<file path="config.mk">
export PLATFORM = sky130hd
export DESIGN_NAME = host_descriptor_scheduler
export DESIGN_NICKNAME = d
export VERILOG_FILES = /design/src/rtl/host_tx_pkg.sv /design/src/rtl/host_credit_counter.sv /design/src/rtl/host_descriptor_scheduler.sv
export SDC_FILE = /design/constraint.sdc
export NUM_CORES = 1
export LEC_CHECK = 0
export BUFFER_PORTS_ARGS = -buffer_cell sky130_fd_sc_hd__buf_4
export CORE_MARGIN = 2
export CORE_UTILIZATION = 50
export DETAILED_ROUTE_END_ITERATION = 12
export GPL_TIMING_DRIVEN = 1
export PLACE_DENSITY = 0.82
export SYNTH_ARGS = -nofsm -noshare
export SYNTH_HDL_FRONTEND = slang
export SYNTH_SLANG_ARGS = --single-unit
export TNS_END_PERCENT = 100
</file>
<file path="constraint.sdc">
create_clock -name i_clk -period 2.9 [get_ports i_clk]
set_input_delay 0.145 -clock i_clk [delete_from_list [all_inputs] [get_ports i_clk]]
set_output_delay 0.145 -clock i_clk [all_outputs]
set_load 0.02 [all_outputs]
</file>
<file path="src/rtl/host_tx_pkg.sv">
// Shared definitions for the host TX descriptor path.
// Latency: n/a (types and constants only).
// Backpressure: n/a.
package host_tx_pkg;

    localparam int DESC_W     = 13;
    localparam int MAX_CREDIT = 4;
    localparam int CREDIT_W   = 3;

    typedef enum logic [2:0] {
        IDLE     = 3'd0,
        TS_GRANT = 3'd1,
        NTS_RD   = 3'd2,
        NTS_WAIT = 3'd3,
        NTS_OUT  = 3'd4
    } sched_state_t;

endpackage : host_tx_pkg

</file>
<file path="src/rtl/host_credit_counter.sv">
// Saturating credit counter: decrement on grant, increment on release.
// Latency: count updates on the clock edge that samples inc/dec.
// Backpressure: release at MAX_CREDIT is dropped; simultaneous inc+dec holds.
module host_credit_counter #(
    parameter int MAX_CREDIT = 4,
    parameter int CREDIT_W   = 3
) (
    input  logic                i_clk,
    input  logic                i_rst_n,
    input  logic                i_inc,
    input  logic                i_dec,
    output logic [CREDIT_W-1:0] ov_credit
);

    localparam logic [CREDIT_W-1:0] CREDIT_MAX = CREDIT_W'(MAX_CREDIT);
    localparam logic [CREDIT_W-1:0] CREDIT_ONE = CREDIT_W'(1);

    // Credit register; a matched inc/dec pair cancels, each direction saturates.
    always_ff @(posedge i_clk or negedge i_rst_n) begin
        if (!i_rst_n) begin
            ov_credit <= CREDIT_MAX;
        end else if (i_inc && !i_dec) begin
            if (ov_credit != CREDIT_MAX) begin
                ov_credit <= ov_credit + CREDIT_ONE;
            end
        end else if (i_dec && !i_inc) begin
            if (ov_credit != '0) begin
                ov_credit <= ov_credit - CREDIT_ONE;
            end
        end
    end

endmodule : host_credit_counter

</file>
<file path="src/rtl/host_descriptor_scheduler.sv">
// Strict-priority TS > NTS descriptor scheduler onto the host TX descriptor interface.
// Latency: TS valid->wr/ack 1 cycle; NTS grant->rd 1, grant->wr 3 cycles. All outputs registered.
// Backpressure: grants need credit>0 and i_host_tx_rdy; NTS also needs gate open; optional
//               starvation guard under macro HOST_SCHED_STARVE_GUARD_EN.
module host_descriptor_scheduler #(
    parameter int DESC_W       = host_tx_pkg::DESC_W,
    parameter int MAX_CREDIT   = host_tx_pkg::MAX_CREDIT,
`ifdef HOST_SCHED_STARVE_GUARD_EN
    parameter int STARVE_LIMIT = 8,
`endif
    parameter int CREDIT_W     = host_tx_pkg::CREDIT_W
) (
    input  logic                i_clk,
    input  logic                i_rst_n,
    input  logic [DESC_W-1:0]   iv_ts_descriptor,
    input  logic                i_ts_descriptor_valid,
    output logic                o_ts_descriptor_ack,
    input  logic [DESC_W-1:0]   iv_nts_descriptor_rdata,
    input  logic                i_nts_fifo_empty,
    output logic                o_nts_descriptor_rd,
    input  logic                i_nts_gate_open,
    input  logic                i_host_tx_rdy,
    input  logic                i_descriptor_release,
    output logic [DESC_W-1:0]   ov_descriptor,
    output logic                o_descriptor_wr,
    output logic                o_descriptor_is_ts,
    output logic [CREDIT_W-1:0] ov_credit,
    output logic [15:0]         ov_debug_ts_cnt,
    output logic [15:0]         ov_debug_nts_cnt
);

    import host_tx_pkg::*;

    sched_state_t state;
    sched_state_t state_nxt;
    logic         grant_ts;
    logic         grant_nts;
    logic         eligible;
    logic         nts_elig;
    logic         force_nts;

    assign eligible = (ov_credit != '0) && i_host_tx_rdy;
    assign nts_elig = !i_nts_fifo_empty && i_nts_gate_open;

`ifdef HOST_SCHED_STARVE_GUARD_EN
    localparam int STARVE_W = $clog2(STARVE_LIMIT + 1);
    logic [STARVE_W-1:0] starve_cnt;

    assign force_nts = nts_elig && (starve_cnt == STARVE_W'(STARVE_LIMIT));

    // Count back-to-back TS grants taken while NTS was waiting; any NTS grant or idle NTS clears.
    always_ff @(posedge i_clk or negedge i_rst_n) begin
        if (!i_rst_n) begin
            starve_cnt <= '0;
        end else if (!nts_elig || grant_nts) begin
            starve_cnt <= '0;
        end else if (grant_ts && (starve_cnt != STARVE_W'(STARVE_LIMIT))) begin
            starve_cnt <= starve_cnt + STARVE_W'(1);
        end
    end
`else
    assign force_nts = 1'b0;
`endif

    // Next-state: arbitrate only in IDLE; an NTS sequence runs to completion once started.
    always_comb begin
        state_nxt = state;
        grant_ts  = 1'b0;
        grant_nts = 1'b0;
        case (state)
            IDLE: begin
                if (eligible) begin
                    if (i_ts_descriptor_valid && !force_nts) begin
                        state_nxt = TS_GRANT;
                        grant_ts  = 1'b1;
                    end else if (nts_elig) begin
                        state_nxt = NTS_RD;
                        grant_nts = 1'b1;
                    end
                end
            end
            TS_GRANT: state_nxt = IDLE;
            NTS_RD:   state_nxt = NTS_WAIT;
            NTS_WAIT: state_nxt = NTS_OUT;
            NTS_OUT:  state_nxt = IDLE;
            default:  state_nxt = IDLE;
        endcase
    end

    // State register.
    always_ff @(posedge i_clk or negedge i_rst_n) begin
        if (!i_rst_n) begin
            state <= IDLE;
        end else begin
            state <= state_nxt;
        end
    end

    // Registered outputs, decoded from the transition so strobes line up with the target state.
    always_ff @(posedge i_clk or negedge i_rst_n) begin
        if (!i_rst_n) begin
            o_ts_descriptor_ack <= 1'b0;
            o_nts_descriptor_rd <= 1'b0;
            o_descriptor_wr     <= 1'b0;
            o_descriptor_is_ts  <= 1'b0;
            ov_descriptor       <= '0;
            ov_debug_ts_cnt     <= '0;
            ov_debug_nts_cnt    <= '0;
        end else begin
            o_ts_descriptor_ack <= grant_ts;
            o_nts_descriptor_rd <= grant_nts;
            o_descriptor_wr     <= grant_ts || (state == NTS_WAIT);
            if (grant_ts) begin
                ov_descriptor      <= iv_ts_descriptor;
                o_descriptor_is_ts <= 1'b1;
                ov_debug_ts_cnt    <= ov_debug_ts_cnt + 16'd1;
            end else if (state == NTS_WAIT) begin
                // FIFO q is valid the cycle after the read pulse.
                ov_descriptor      <= iv_nts_descriptor_rdata;
                o_descriptor_is_ts <= 1'b0;
                ov_debug_nts_cnt   <= ov_debug_nts_cnt + 16'd1;
            end
        end
    end

    host_credit_counter #(
        .MAX_CREDIT (MAX_CREDIT),
        .CREDIT_W   (CREDIT_W)
    ) u_credit (
        .i_clk     (i_clk),
        .i_rst_n   (i_rst_n),
        .i_inc     (i_descriptor_release),
        .i_dec     (grant_ts || grant_nts),
        .ov_credit (ov_credit)
    );

endmodule : host_descriptor_scheduler

</file>
=== After elaboration in Yosys (flattened, before gate mapping) ===
Cells that the tools add are included.

* Register bits: 55
* Bits in latches: 0
* RAM bits: 0
* Memory bits (read-only): 0
* Logic and storage cells: 56
* Memories: 0

* Add/sub/neg operators: 4
* Multipliers: 0
* Div/mod/pow operators: 0
* Order comparisons: 0
* Equality and inequality tests: 6
* Shifts and indexed selects: 0
* Mux-type cells: 19
* Bitwise operators: 1
* Reduce and logical (&&, ||, !) cells: 17

{| class="wikitable"
|+ Operators with widths
! cell !! number
|-
| adder 16 x 1 -> 16 bit, second input constant || 2
|-
| 2-to-1 mux 13 bit || 2
|-
| 2-to-1 mux 3 bit || 7
|-
| 2-to-1 mux 1 bit || 9
|-
| case mux 3 bit (3 select lines) || 1
|-
| == test 3 x 2 -> 1 bit, second input constant || 2
|-
| != test 3 bit, second input constant || 2
|-
| nonzero test 2 bit || 3
|-
| logical AND 1 bit || 4
|-
| != test 2 bit, second input constant || 2
|-
| AND reduction 2 bit || 2
|-
| adder 3 x 1 -> 3 bit, second input constant || 1
|-
| logical NOT 1 bit || 3
|-
| logical NOT 3 bit || 1
|-
| AND reduction 3 bit || 1
|-
| nonzero test 3 bit || 1
|-
| subtractor 3 x 1 -> 3 bit, second input constant || 1
|-
| logical OR 1 bit || 2
|-
| inverter 1 bit || 1
|}

=== Longest topological paths before layout ===
Gate-level depths: netlist of the first run.

* Depth after elaboration: 11
* Depth in mapped cells: 8

=== By module ===
Synthesis of the first run repeated with hierarchy kept, for this count alone.

* Cell total of the unflattened synthesis: 233
* Area, all modules: 2,501.1 um^2

{| class="wikitable"
|+ By module, submodules not included
! module !! times used !! cells an instance !! area each (um^2) !! seq. area each (um^2)
|-
| host_descriptor_scheduler || 1 || 210 || 2,293.4 || 1,301.2
|-
| host_credit_counter || 1 || 23 || 207.7 || 76.3
|}

=== Worst setup path before layout of the first run ===
Ideal clock, no wire load.

* Kind: reg-to-reg
* From: reg u_credit.ov_credit[1]
* To: reg u_credit.ov_credit[2]
* Setup time: 0.089 ns
* Arrival time: 2.146 ns
* Setup slack: 0.665 ns
* Cell stages (with the launch flop): 9
* Period minus slack after synthesis: 2.235 ns
* Cell sequence: dfrtp_1 > o31a_4 > o211ai_1 > nand2_1 > fa_1 > nor2_1 > o21a_1 > nor3_1 > a211oi_1

* Word-level cells in the longest chain between the ends: 9
* Elaborated cells between the ends (all ways): 21
* Classes of those cells: add/sub: 2; eq/ne: 2; mux: 8; reduce/logical: 9

{| class="wikitable"
|+ RTL lines
! element !! line !! text
|-
| start: declaration || host_credit_counter.sv:12 || <nowiki>output logic [CREDIT_W-1:0] ov_credit</nowiki>
|-
| start signal: assignment || host_credit_counter.sv:24 || <nowiki>ov_credit <= ov_credit + CREDIT_ONE;</nowiki>
|-
| start signal: assignment || host_credit_counter.sv:28 || <nowiki>ov_credit <= ov_credit - CREDIT_ONE;</nowiki>
|-
| nonzero test 3 bit || host_credit_counter.sv:27, host_descriptor_scheduler.sv:42 ||
|-
| logical AND 1 bit || host_descriptor_scheduler.sv:42 || <nowiki>assign eligible = (ov_credit != '0) && i_host_tx_rdy;</nowiki>
|-
| 2-to-1 mux 1 bit || host_descriptor_scheduler.sv:72 || <nowiki>if (eligible) begin</nowiki>
|-
| 2-to-1 mux 1 bit || host_descriptor_scheduler.sv:70 || <nowiki>case (state)</nowiki>
|-
| logical OR 1 bit || host_descriptor_scheduler.sv:133 || <nowiki>.i_dec (grant_ts || grant_nts),</nowiki>
|-
| logical NOT 1 bit || host_credit_counter.sv:22 || <nowiki>end else if (i_inc && !i_dec) begin</nowiki>
|-
| logical AND 1 bit || host_credit_counter.sv:22 ||
|-
| != test 2 bit (no source line) or nonzero test 2 bit (tied branches) || -- ||
|-
| AND reduction 3 bit (no source line) || -- ||
|}

Parallel ways exist; a longest one is shown, timed or not. The select of a mux whose other input is x is not followed.
A chain may end at the register's enable or synchronous reset.

=== Worst setup path in the final report of the first run ===
Same ends and word-level chain as after synthesis.

==> run metrics, run 1 <==
wire length on met3 about 320 µm; hold-fix buffers at CTS 1; antenna viol nets, final 0; worst hold-check path type in2reg; number of buffers added on ports 84; clock sink count 55; clock latency on the worst-skew pair 0.31 ns; met2 routed WL around 2400 µm; Die Y roughly 75 µm; Critical Path RT about 3.1 ns; nets 330; number of DRC markers in iteration 0 between 90 and 100; core area around 4800 µm²; Tightest Pin Transition between 0.8 and 0.9 ns; r2r setup slk 0.47 ns; setup TNS 0 ns; number of global-route vias before repair ~1800; final period utilization between 80% and 90%; GR Overflow Total 0; Syn Nets about 250; fraction of layout cells with a size suffix above 1 between 30% and 40%; Pwr Density roughly 850 nW/µm²; # setup viols final 0; final hold violations 0; DRC 0; met1 WL approximately 2200 µm; 1st-pass router iterations 4; hold slack 0.119 ns; routability cong. roughly 0.89; EDFF count, synth 0; initial antenna violation count 0; fin crit period roughly 2.4 ns; CTS Buf Count 5; clock skew 0.0123 ns; crit-path max cell delay between 0.4 and 0.5 ns; Critical Path Start u_credit.ov_credit[1]; clk root buf clkbuf_8; n_diodes 0; Max-cap violations 0; post-CTS setup buffer count 0; Crit path arrival time about 2.7 ns; library cells used by synthesis 41; peak supply drop between 0.0004 and 0.0005 V; startpoint types flop; Reg-to-Reg Start u_credit.ov_credit[1]; Filler Cells Inserted about 380; first-pass GRT wire length 8310 µm; WS Path Type reg2reg; Cell Rows 25; f_max just over 400 MHz; Seq/Total Area, Yosys 55.2%; Total Wirelength approximately 5000 µm; status finished, final reports clean; die area 5570 µm²; Static Leak 0.00170 µW; post-synthesis cell area around 2500 µm²; Rel. slew slack a little over two fifths; H-Tree Depth 2; worst path cell trace o31a_4 -> o211ai_1 -> nand2_1 -> fa_1 -> nor2_1 -> o21a_1 -> nor3_1 -> a211oi_1; Initial Utilization 52.5%; FF-to-FF End u_credit.ov_credit[2]; r2r worst-path depth 8; Syn Inst Count 209; Die X between 70 and 80 µm; RSZ-0062 raised after global routing no; register bit total from synthesis 55; Synth Flop Type dfrtp_1; Longest Clk Path Bufs 2; largest net degree at the start of global routing 56; element type at the critical path end flop; Async SR Flop Fraction 100%; vias post-DR 1925; Area Overhead vs Synth 32.2%; synth warn 0; worst-path maximum fanout 9; IO Count 85; Avg Cell Area, Syn 11.9 µm²; GRT Util Overall approximately a fifth; Clk pin slew, worst setup/hold paths ~0.10 ns; post_cts resized 0; Slowest-stage cell, CP dfrtp_1; DR WL/cell 13.8 µm; CTS tree yes; dpl hpwl roughly 3600 µm; Slew Limit Fails 0; Worst setup endpoint u_credit.ov_credit[2]; Avg Vias per Cell between 5 and 6; uppermost layer routed met4
-- layer usage --
layer | vias to the layer above | global-route usage, %
met1 | 928 | 26.2
li1 | 918 | -
met4 | 0 | 5.95
met3 | 8 | 5.76
met2 | 71 | 30.7
met5 | - | 0
-- stage by stage --
| step | cell area [µm²] | total power [µW] | util [%] | setup slack (ns) | std cells |
|---|---|---|---|---|---|
| final | 3300 | 2810 | 69.4 | 0.472 | 362 |
| after global routing | 3300 | 2980 | 69.4 | 0.318 | 362 |
| after CTS | 3300 | 2840 | 69.4 | 0.464 | 362 |
| after detailed placement | 3160 | 2250 | 66.4 | 0.472 | 353 |
| after global placement | 3160 | 2210 | 66.4 | 0.697 | 353 |
| after floorplan | 2490 | 1820 | - | 0.665 | 209 |
-- cells in the mapped netlist (2+ instances only) --
library cell / instances / area, µm²
mux2i_1: 2 / 20.0
and3_1: 5 / 31.3
dfrtp_1: 54 / 1350
a22o_2: 2 / 20.0
a21o_2: 2 / 17.5
ha_1: 2 / 25.0
a21oi_1: 4 / 20.0
nor2b_1: 2 / 12.5
nor4_1: 2 / 12.5
xnor2_1: 21 / 184
nand2_1: 17 / 63.8
nor3_1: 5 / 25.0
and4_1: 3 / 26.3
nand3_1: 9 / 45.0
clkbuf_1: 2 / 7.51
xor2_1: 11 / 96.3
and3_2: 2 / 15.0
buf_6: 3 / 33.8
nor2_1: 6 / 22.5
inv_1: 3 / 11.3
o2111ai_1: 2 / 17.5
nand4_1: 9 / 56.3
a22o_1: 11 / 96.3
a21o_1: 13 / 97.6
-- area by class of cell --
| cell class | count | area (µm²) | share of cell area (%) |
|---|---|---|---|
| Sequential cell | 55 | 1380 | 41.8 |
| Clock inverter | 2 | 60.1 | 1.82 |
| Inverter | 4 | 15.0 | 0.455 |
| Timing Repair Buffer | 85 | 641 | 19.4 |
| Tap cell | 67 | 83.8 | 2.54 |
| Multi-Input combinational cell | 143 | 1050 | 31.8 |
| Clock buffer | 6 | 72.6 | 2.20 |
-- cells in the final DEF, fill, tap and decap left out, types with 6 or more instances in the layout --
cell type,count
buf_4,84
nand2_1,17
a21o_1,13
xnor2_1,21
dfrtp_1,54
nor2_1,6
a22o_1,11
xor2_1,11
nand4_1,9
nand3_1,9
-- kinds of logic after synthesis --
kind of cell | share of synthesized area (%)
AND/OR/NAND/NOR | 14.5
XOR/XNOR | 11.2
flip-flops | 55.2
AO/OA/AOI/OAI | 13.2
multiplexers | 1.25
adder cells (fa/ha/maj) | 1.81
buffers and inverters | 2.76
-- report_power, final --
part | switching [µW] | internal [µW]
Combinational | 554 | 496
Clock | 239 | 345
Sequential | 208 | 965
Total | 1000 | 1810
-- worst min-delay path by stage --
stage / start / end / slack, ns / cells past startpoint
finish: iv_nts_descriptor_rdata[6] / ov_descriptor[6] / 0.12 / 3
global placement: i_rst_n / ov_debug_ts_cnt[9] / 0.23 / 1
detailed placement: i_rst_n / ov_debug_ts_cnt[8] / 0.23 / 1
floorplan: i_rst_n / o_descriptor_is_ts / -0.15 / 0
CTS: iv_nts_descriptor_rdata[6] / ov_descriptor[6] / 0.12 / 3
global route: iv_nts_descriptor_rdata[0] / ov_descriptor[0] / 0.12 / 3
-- critical path: cells and delay by family (launching register included) --
family / cells / cell delay [ns]
AO/OA/AOI/OAI: 4 / 1.07
adder cells (fa/ha/maj): 1 / 0.44
flip-flops: 1 / 0.48
AND/OR/NAND/NOR: 3 / 0.36
-- flip-flops by register name (all words and copies together) (netlist names) --
register             flops
ov_debug_ts_cnt         16
o_nts_descriptor_rd      1
o_descriptor_is_ts       1
state                    3
o_descriptor_wr          1
u_credit.ov_credit       3
ov_descriptor           13
ov_debug_nts_cnt        16
o_ts_descriptor_ack      1
No activity file was read; power rests on OpenSTA's default activity.
==> inputs of run 2 (changes only) <==
--- a/config.mk
+++ b/config.mk
@@ -7,10 +7,10 @@
 export LEC_CHECK = 0
 export BUFFER_PORTS_ARGS = -buffer_cell sky130_fd_sc_hd__buf_4
 export CORE_MARGIN = 2
-export CORE_UTILIZATION = 50
+export CORE_UTILIZATION = 45
 export DETAILED_ROUTE_END_ITERATION = 12
 export GPL_TIMING_DRIVEN = 1
-export PLACE_DENSITY = 0.82
+export PLACE_DENSITY = 0.78
 export SYNTH_ARGS = -nofsm -noshare
 export SYNTH_HDL_FRONTEND = slang
 export SYNTH_SLANG_ARGS = --single-unit
==> constraint.sdc (replaced) <==
create_clock -name i_clk -period 2 [get_ports i_clk]
set_input_delay 0.1 -clock i_clk [delete_from_list [all_inputs] [get_ports i_clk]]
set_output_delay 0.1 -clock i_clk [all_outputs]
set_load 0.02 [all_outputs]
==> run 2 against run 1 <==
Setup slack worse by 0.40 ns. Clock skew down 0.0064 ns. Die area up 10%. Sequential power up 41%. Clock power up 1%. Via count up 1.2%. Design area up 1.8%. Core utilization down 7.6 points. Wire length up 3.7%. Register-to-register slack worse by 0.40 ns. Critical endpoint unchanged. Largest cell class unchanged.
==> run metrics, run 2 (synthesis results as in run 1) <==
largest net degree at the start of global routing 56 (unchanged); fin crit period 1.93 ns (-0.499 ns); worst path cell trace o31a_4 -> o211ai_1 -> nand2_1 -> fa_2 -> nor2_2 -> o21a_1 -> nor3_2 -> a211oi_2; peak supply drop 0.000632 V (+48%); DR WL/cell 13.7 µm (-0.66%); # setup viols final 0 (unchanged); die area 6160 µm² (+10%); most frequent cells in the layout 95 x buf_4, 52 x dfrtp_1, 21 x xnor2_1, 17 x nand2_1, 13 x a21o_1; Rel. slew slack 54.9% (+13 points); CP Buf/Inv Count 0 (unchanged); DRC 0 (unchanged); Avg Vias per Cell 5.16 (-3.0%); clock skew 0.00597 ns (-0.00635 ns); crit-path max cell delay 0.42 ns (-0.06 ns); final hold violations 0 (unchanged); IO Count 85 (unchanged); Filler Cells Inserted 452 (+19%); dpl hpwl 3760 µm (+3.9%); f_max 518 MHz (+26%); Area Overhead vs Synth 34.6%; fraction of layout cells with a size suffix above 1 39.5% (+4.3 points); number of DRC markers in iteration 0 68 (-31%); setup TNS 0 ns (unchanged); Longest Clk Path Bufs 2 (unchanged); 1st-pass router iterations 4 (unchanged); Clk pin slew, worst setup/hold paths 0.09 ns (about the same); Crit path arrival time 2.16 ns (-0.49 ns); element type at the critical path end flop; clock sink count 55 (unchanged); Pwr Density 1180 nW/µm² (+39%); clk root buf clkbuf_8; multi-input combinational cell area 1060 µm² (+1.4%); CP delay by family, top compound AO/OA/AOI/OAI gates; worst hold-check path type in2reg; Die X 78.5 µm (+5.1%); Max-cap violations 0 (unchanged); Sequential Area 1380 µm² (+0.18%); WS Path Type reg2reg; Slowest-stage cell, CP dfrtp_2; Tightest Pin Transition 0.677 ns (-0.192 ns); GRT Util Overall 18.1% (-1.3 points); CTS tree yes; RSZ-0062 raised after global routing yes; status finished, final reports clean; number of buffers added on ports 84 (unchanged); startpoint types flop; Slew Limit Fails 0 (unchanged); Static Leak 0.00173 µW (+1.7%); worst-path maximum fanout 3 (-6); CTS Buf Count 5 (unchanged); routability cong. 0.826 (-7.1%); number of global-route vias before repair 2004 (+12%); DP Cell Count 366 (+3.7%); Cell Rows 27 (+8.0%); Initial Utilization 45.9% (-6.6 points); clock latency on the worst-skew pair 0.30 ns (about the same); antenna viol nets, final 0 (unchanged); Total Wirelength 5200 µm (+3.7%); H-Tree Depth 2 (unchanged); fin cells 378 (+4.4%); r2r setup slk 0.07 ns (-0.40 ns); final period utilization 96.5% (+13 points); Largest regs ov_debug_nts_cnt (16), ov_debug_ts_cnt (16), ov_descriptor (13); n_diodes 0 (unchanged); initial antenna violation count 0 (unchanged); Critical Path RT 2.23 ns (-0.89 ns); GR Overflow Total 0 (unchanged); commonest non-fill, non-tap cell in the layout buf_4; utilization after layout 61.7% (-7.6 points); core area 5440 µm² (+14%); first-pass GRT wire length 8860 µm (+6.6%); Die Y 78.5 µm (+5.1%); nets 341 (+3.3%); vias post-DR 1949 (+1.2%)
==> run 2: metal layers <==
layer	vias up	global-route usage, %	wire, µm
li1	937	-	-
met1	925	21.3	2120
met2	77	30.4	2580
met3	10	6.55	394
met4	0	6.84	97
met5	-	0	0
==> run 2: final timing paths <==
check / start / end / cells past startpoint
min: iv_nts_descriptor_rdata[10] / ov_descriptor[10] / 3
min reg2reg: ov_debug_ts_cnt[15] / ov_debug_ts_cnt[15] / 1
max in group asynchronous: i_rst_n / u_credit.ov_credit[1] / 2
max reg2reg: u_credit.ov_credit[1] / u_credit.ov_credit[2] / 8
min in group asynchronous: i_rst_n / ov_debug_nts_cnt[2] / 2
max: u_credit.ov_credit[1] / u_credit.ov_credit[2] / 8
==> run 2: report_power, final <==
group          switching [µW]  internal [µW]
clock network             345            246
logic                     905            825
registers                 251           1400
total                    1500           2470
==> run 2: metrics by stage <==
step	cell area (µm²)	total power (µW)	hold WS (ns)	setup WS (ns)
5_1_grt	3360	4240	0.0690	-0.00790
2_1_floorplan	2500	2660	-0.196	-0.0931
6_report	3360	3980	0.0850	0.0706
4_1_cts	3320	3950	0.0774	0.0459
3_3_place_gp	3230	3300	0.189	0.176
3_5_place_dp	3230	3350	0.187	0.0821
==> run 2: cell type report <==
cell class	instances	share of cell area, %
clock inverter	2	0.373
sequential	55	41.1
clock buffer	6	2.16
inverter	4	0.447
multi-input combinational	143	31.7
tap	72	2.68
timing repair buffer	96	21.5
==> run 2: worst min-delay path: stages <==
cell	delay, ns
buf_4	0.07
a22o_1	0.11
a21o_1	0.07
==> run 2: timing repair <==
item / 4_1_cts / 5_1_grt
hold buffers: 1 / 0
resized for setup: 0 / 2
buffers inserted: 0 / 3
hold endpoints to repair: 54 / 0
endpoints found under the setup margin: 0 / 1
==> inputs of run 3 (changes only) <==
--- a/config.mk
+++ b/config.mk
@@ -5,9 +5,10 @@
 export SDC_FILE = /design/constraint.sdc
 export NUM_CORES = 1
 export LEC_CHECK = 0
+export ABC_AREA = 1
 export BUFFER_PORTS_ARGS = -buffer_cell sky130_fd_sc_hd__buf_4
 export CORE_MARGIN = 2
-export CORE_UTILIZATION = 45
+export CORE_UTILIZATION = 46
 export DETAILED_ROUTE_END_ITERATION = 12
 export GPL_TIMING_DRIVEN = 1
 export PLACE_DENSITY = 0.78
==> run 3 against run 2 <==
Design area increased by 5.2%. Register-to-register slack improved by 0.20 ns. Setup slack improved by 0.20 ns. Combinational power increased by 3%. Via count increased by 20%. Synthesized cell count increased by 44%. Critical path depth increased by 3. Flip-flop and latch count unchanged. Highest routed layer unchanged.
==> run metrics, run 3 <==
most frequent cells in the layout 88 x buf_4, 81 x nand2_1, 54 x dfrtp_1, 27 x nand3_1, 25 x inv_1; die area 6420 µm² (+4.4%); Longest Clk Path Bufs 2 (unchanged); GRT Util Overall 19.9% (+1.8 points); DRC 0 (unchanged); 1st-pass router iterations 4 (unchanged); Rel. slew slack 53.4% (-1.5 points); status finished, final reports clean; Largest regs ov_debug_nts_cnt (16), ov_debug_ts_cnt (16), ov_descriptor (13); Sw Share 39.6% (+1.8 points); Clk pin slew, worst setup/hold paths 0.10 ns (about the same); Tightest Pin Transition 0.700 ns (+0.0227 ns); library cells used by synthesis 28 (-32%); Critical Path Start u_credit.ov_credit[1]; Area Overhead vs Synth 32.4%; internal power 2580 µW (+4.4%); Logic pwr share 41.9% (-1.6 points); post-synthesis adder-cell area fraction 1.69% (-0.12 points); n_diodes 0 (unchanged); number of DRC markers in iteration 0 163 (+140%); count leader, synth nand2_1; Async SR Flop Fraction 100% (unchanged); Crit path arrival time 1.98 ns (-0.18 ns); DR WL/cell 13.2 µm (-3.9%); Max-cap violations 0 (unchanged); Static Leak 0.00181 µW (+4.4%); origin of the worst min-delay path iv_ts_descriptor[11]; post-synthesis mux area share 0% (-1.3 points); post-synth top area cell dfrtp_1; element type at the critical path end flop; Seq/Total Area, Yosys 51.6% (-3.6 points); PnR worst setup slack 0.268 ns (+0.197 ns); worst hold-check path type in2reg; final period utilization 86.6% (-9.9 points); Avg Cell Area, Syn 8.89 µm² (-26%); Cell Rows 27 (unchanged); dpl hpwl 4500 µm (+20%); commonest non-fill, non-tap cell in the layout buf_4; Pwr Density 1210 nW/µm² (+2.1%); Sequential Power Share 40.3% (-1.3 points); WS Path Type reg2reg; GR Overflow Total 0 (unchanged); initial antenna violation count 0 (unchanged); Post-Synth Simple-Gate Area 26.3% (+12 points); Die Y 80.2 µm (+2.2%); number of buffers added on ports 84 (unchanged); peak supply drop 0.000635 V (+0.38%); Switch Pwr 1690 µW (+12%); synth cell count leaders 81 x nand2_1, 54 x dfrtp_1, 27 x nand3_1; clock latency on the worst-skew pair 0.31 ns (about the same); clock sink count 55 (unchanged); Synth Flop Type dfrtp_1; Setup WS pre-CTS 0.283 ns (+0.201 ns); nets 427 (+25%); Synth area leaders dfrtp_1 51%, nand2_1 11%, xor2_1 6.9%; fin crit period 1.73 ns (-0.197 ns); Initial Utilization 48.1% (+2.3 points); Avg Vias per Cell 5.02 (-2.6%); CTS Buf Count 5 (unchanged); EDFF count, synth 0 (unchanged); H-Tree Depth 2 (unchanged); fraction of layout cells with a size suffix above 1 28.6% (-11 points); Critical Path RT 2.25 ns (+0.02 ns); worst-path maximum fanout 4 (+1); Total Wirelength 6130 µm (+18%); Slew Limit Fails 0 (unchanged); fin cells 464 (+23%); hold slack 0.00713 ns (-0.0779 ns); antenna viol nets, final 0 (unchanged); first-pass GRT wire length 10000 µm (+13%); setup TNS 0 ns (unchanged); Syn Nets 336 (+37%); CTS tree yes; Reg-to-Reg Start u_credit.ov_credit[1]; register bit total from synthesis 55 (unchanged); core area 5540 µm² (+1.9%); # setup viols final 0 (unchanged); startpoint types flop; largest net degree at the start of global routing 56 (unchanged); DP Cell Count 452 (+23%); Filler Cells Inserted 488 (+8.0%); Syn Inst Count 300 (+44%); Die X 80.2 µm (+2.2%); utilization after layout 63.8% (+2.0 points); post-synthesis cell area 2670 µm² (+6.9%); largest family of logic cells by synthesized area simple AND/OR/NAND/NOR gates; synth warn 0 (unchanged); clock skew 0.00829 ns (+0.00232 ns); post_cts resized 0 (unchanged); Clock power frac 17.8% (+2.9 points); Post-Synth XOR/XNOR Area 8.86% (-2.4 points); IO Count 85 (unchanged); Synth top area share 50.7% (-3.5 points); number of global-route vias before repair 2301 (+15%); final hold violations 0 (unchanged); f_max 577 MHz (+11%); complex-gate fraction of the synthesized area 5.72% (-7.5 points); routability cong. 0.834 (+0.94%); RSZ-0062 raised after global routing no; clk root buf clkbuf_8; vias post-DR 2330 (+20%)
-- run 3: final timing paths --
| kind | end | slack (ns) | depth (start not counted) |
|---|---|---|---|
| hold reg to reg | u_credit.ov_credit[2] | 0.49 | 2 |
| hold / removal | ov_descriptor[11] | 0.007 | 3 |
| setup / recovery | u_credit.ov_credit[2] | 0.27 | 11 |
| min in group asynchronous | ov_debug_ts_cnt[7] | 0.38 | 2 |
| max in group asynchronous | ov_descriptor[0] | 1.16 | 2 |
| setup reg to reg | u_credit.ov_credit[2] | 0.27 | 11 |
-- run 3: cell families (layout without fill, tap and decap cells) --
family | count (synthesis) | in the layout
buf+inv | 37 | 129
simple gates | 155 | 155
flops | 55 | 55
compound gates | 23 | 23
xor+xnor | 27 | 27
fa+ha+maj | 3 | 3
-- run 3: routing by layer --
layer	GRT usage, %	wire length [µm]	part of all wire (%)
met1	24.0	2620	43
met2	35.0	3070	50
met3	3.60	321	5.2
met4	8.14	119	1.9
met5	0	0	0
-- run 3: cell type report --
cell class	instances	area, µm²	share of cell area, %
flip-flops and latches	55	1380	39.0
multi-input cells	208	1140	32.2
well taps	72	90.1	2.55
clock buffers	6	82.6	2.34
inverters	29	110	3.12
repair buffers	92	701	19.8
clock inverters	2	35.0	0.992
-- run 3: repair_timing --
action                    in CTS  in global routing
hold buffers                   4                  0
buffers inserted               0                  0
hold endpoints to repair      57                  0
-- run 3: worst max-delay path, cell delays in order, from the launching register on --
cell and delay (ns):
dfrtp_1 0.43, nor2_1 0.16, nand2_1 0.08, nand4_1 0.14, nand2_1 0.11, fa_1 0.41
inv_1 0.07, nand2_1 0.05, nand2_1 0.08, nand2_1 0.05, nand2_1 0.05, nand2_1 0.04
-- run 3: through the flow --
stage	total power, µW	area [µm²]
after detailed placement	3530	3370
after global placement	3470	3370
after global routing	4560	3530
after floorplan	2770	2670
after CTS	4320	3530
final	4270	3530
-- run 3: power by group through the flow --
stage                     combinational (µW)  clock, µW  sequential (µW)
after global routing                    1960        825             1780
after detailed placement                1790          0             1750
final                                   1790        761             1720
after CTS                               1810        785             1720
after global placement                  1740          0             1730
after floorplan                          706          0             2070
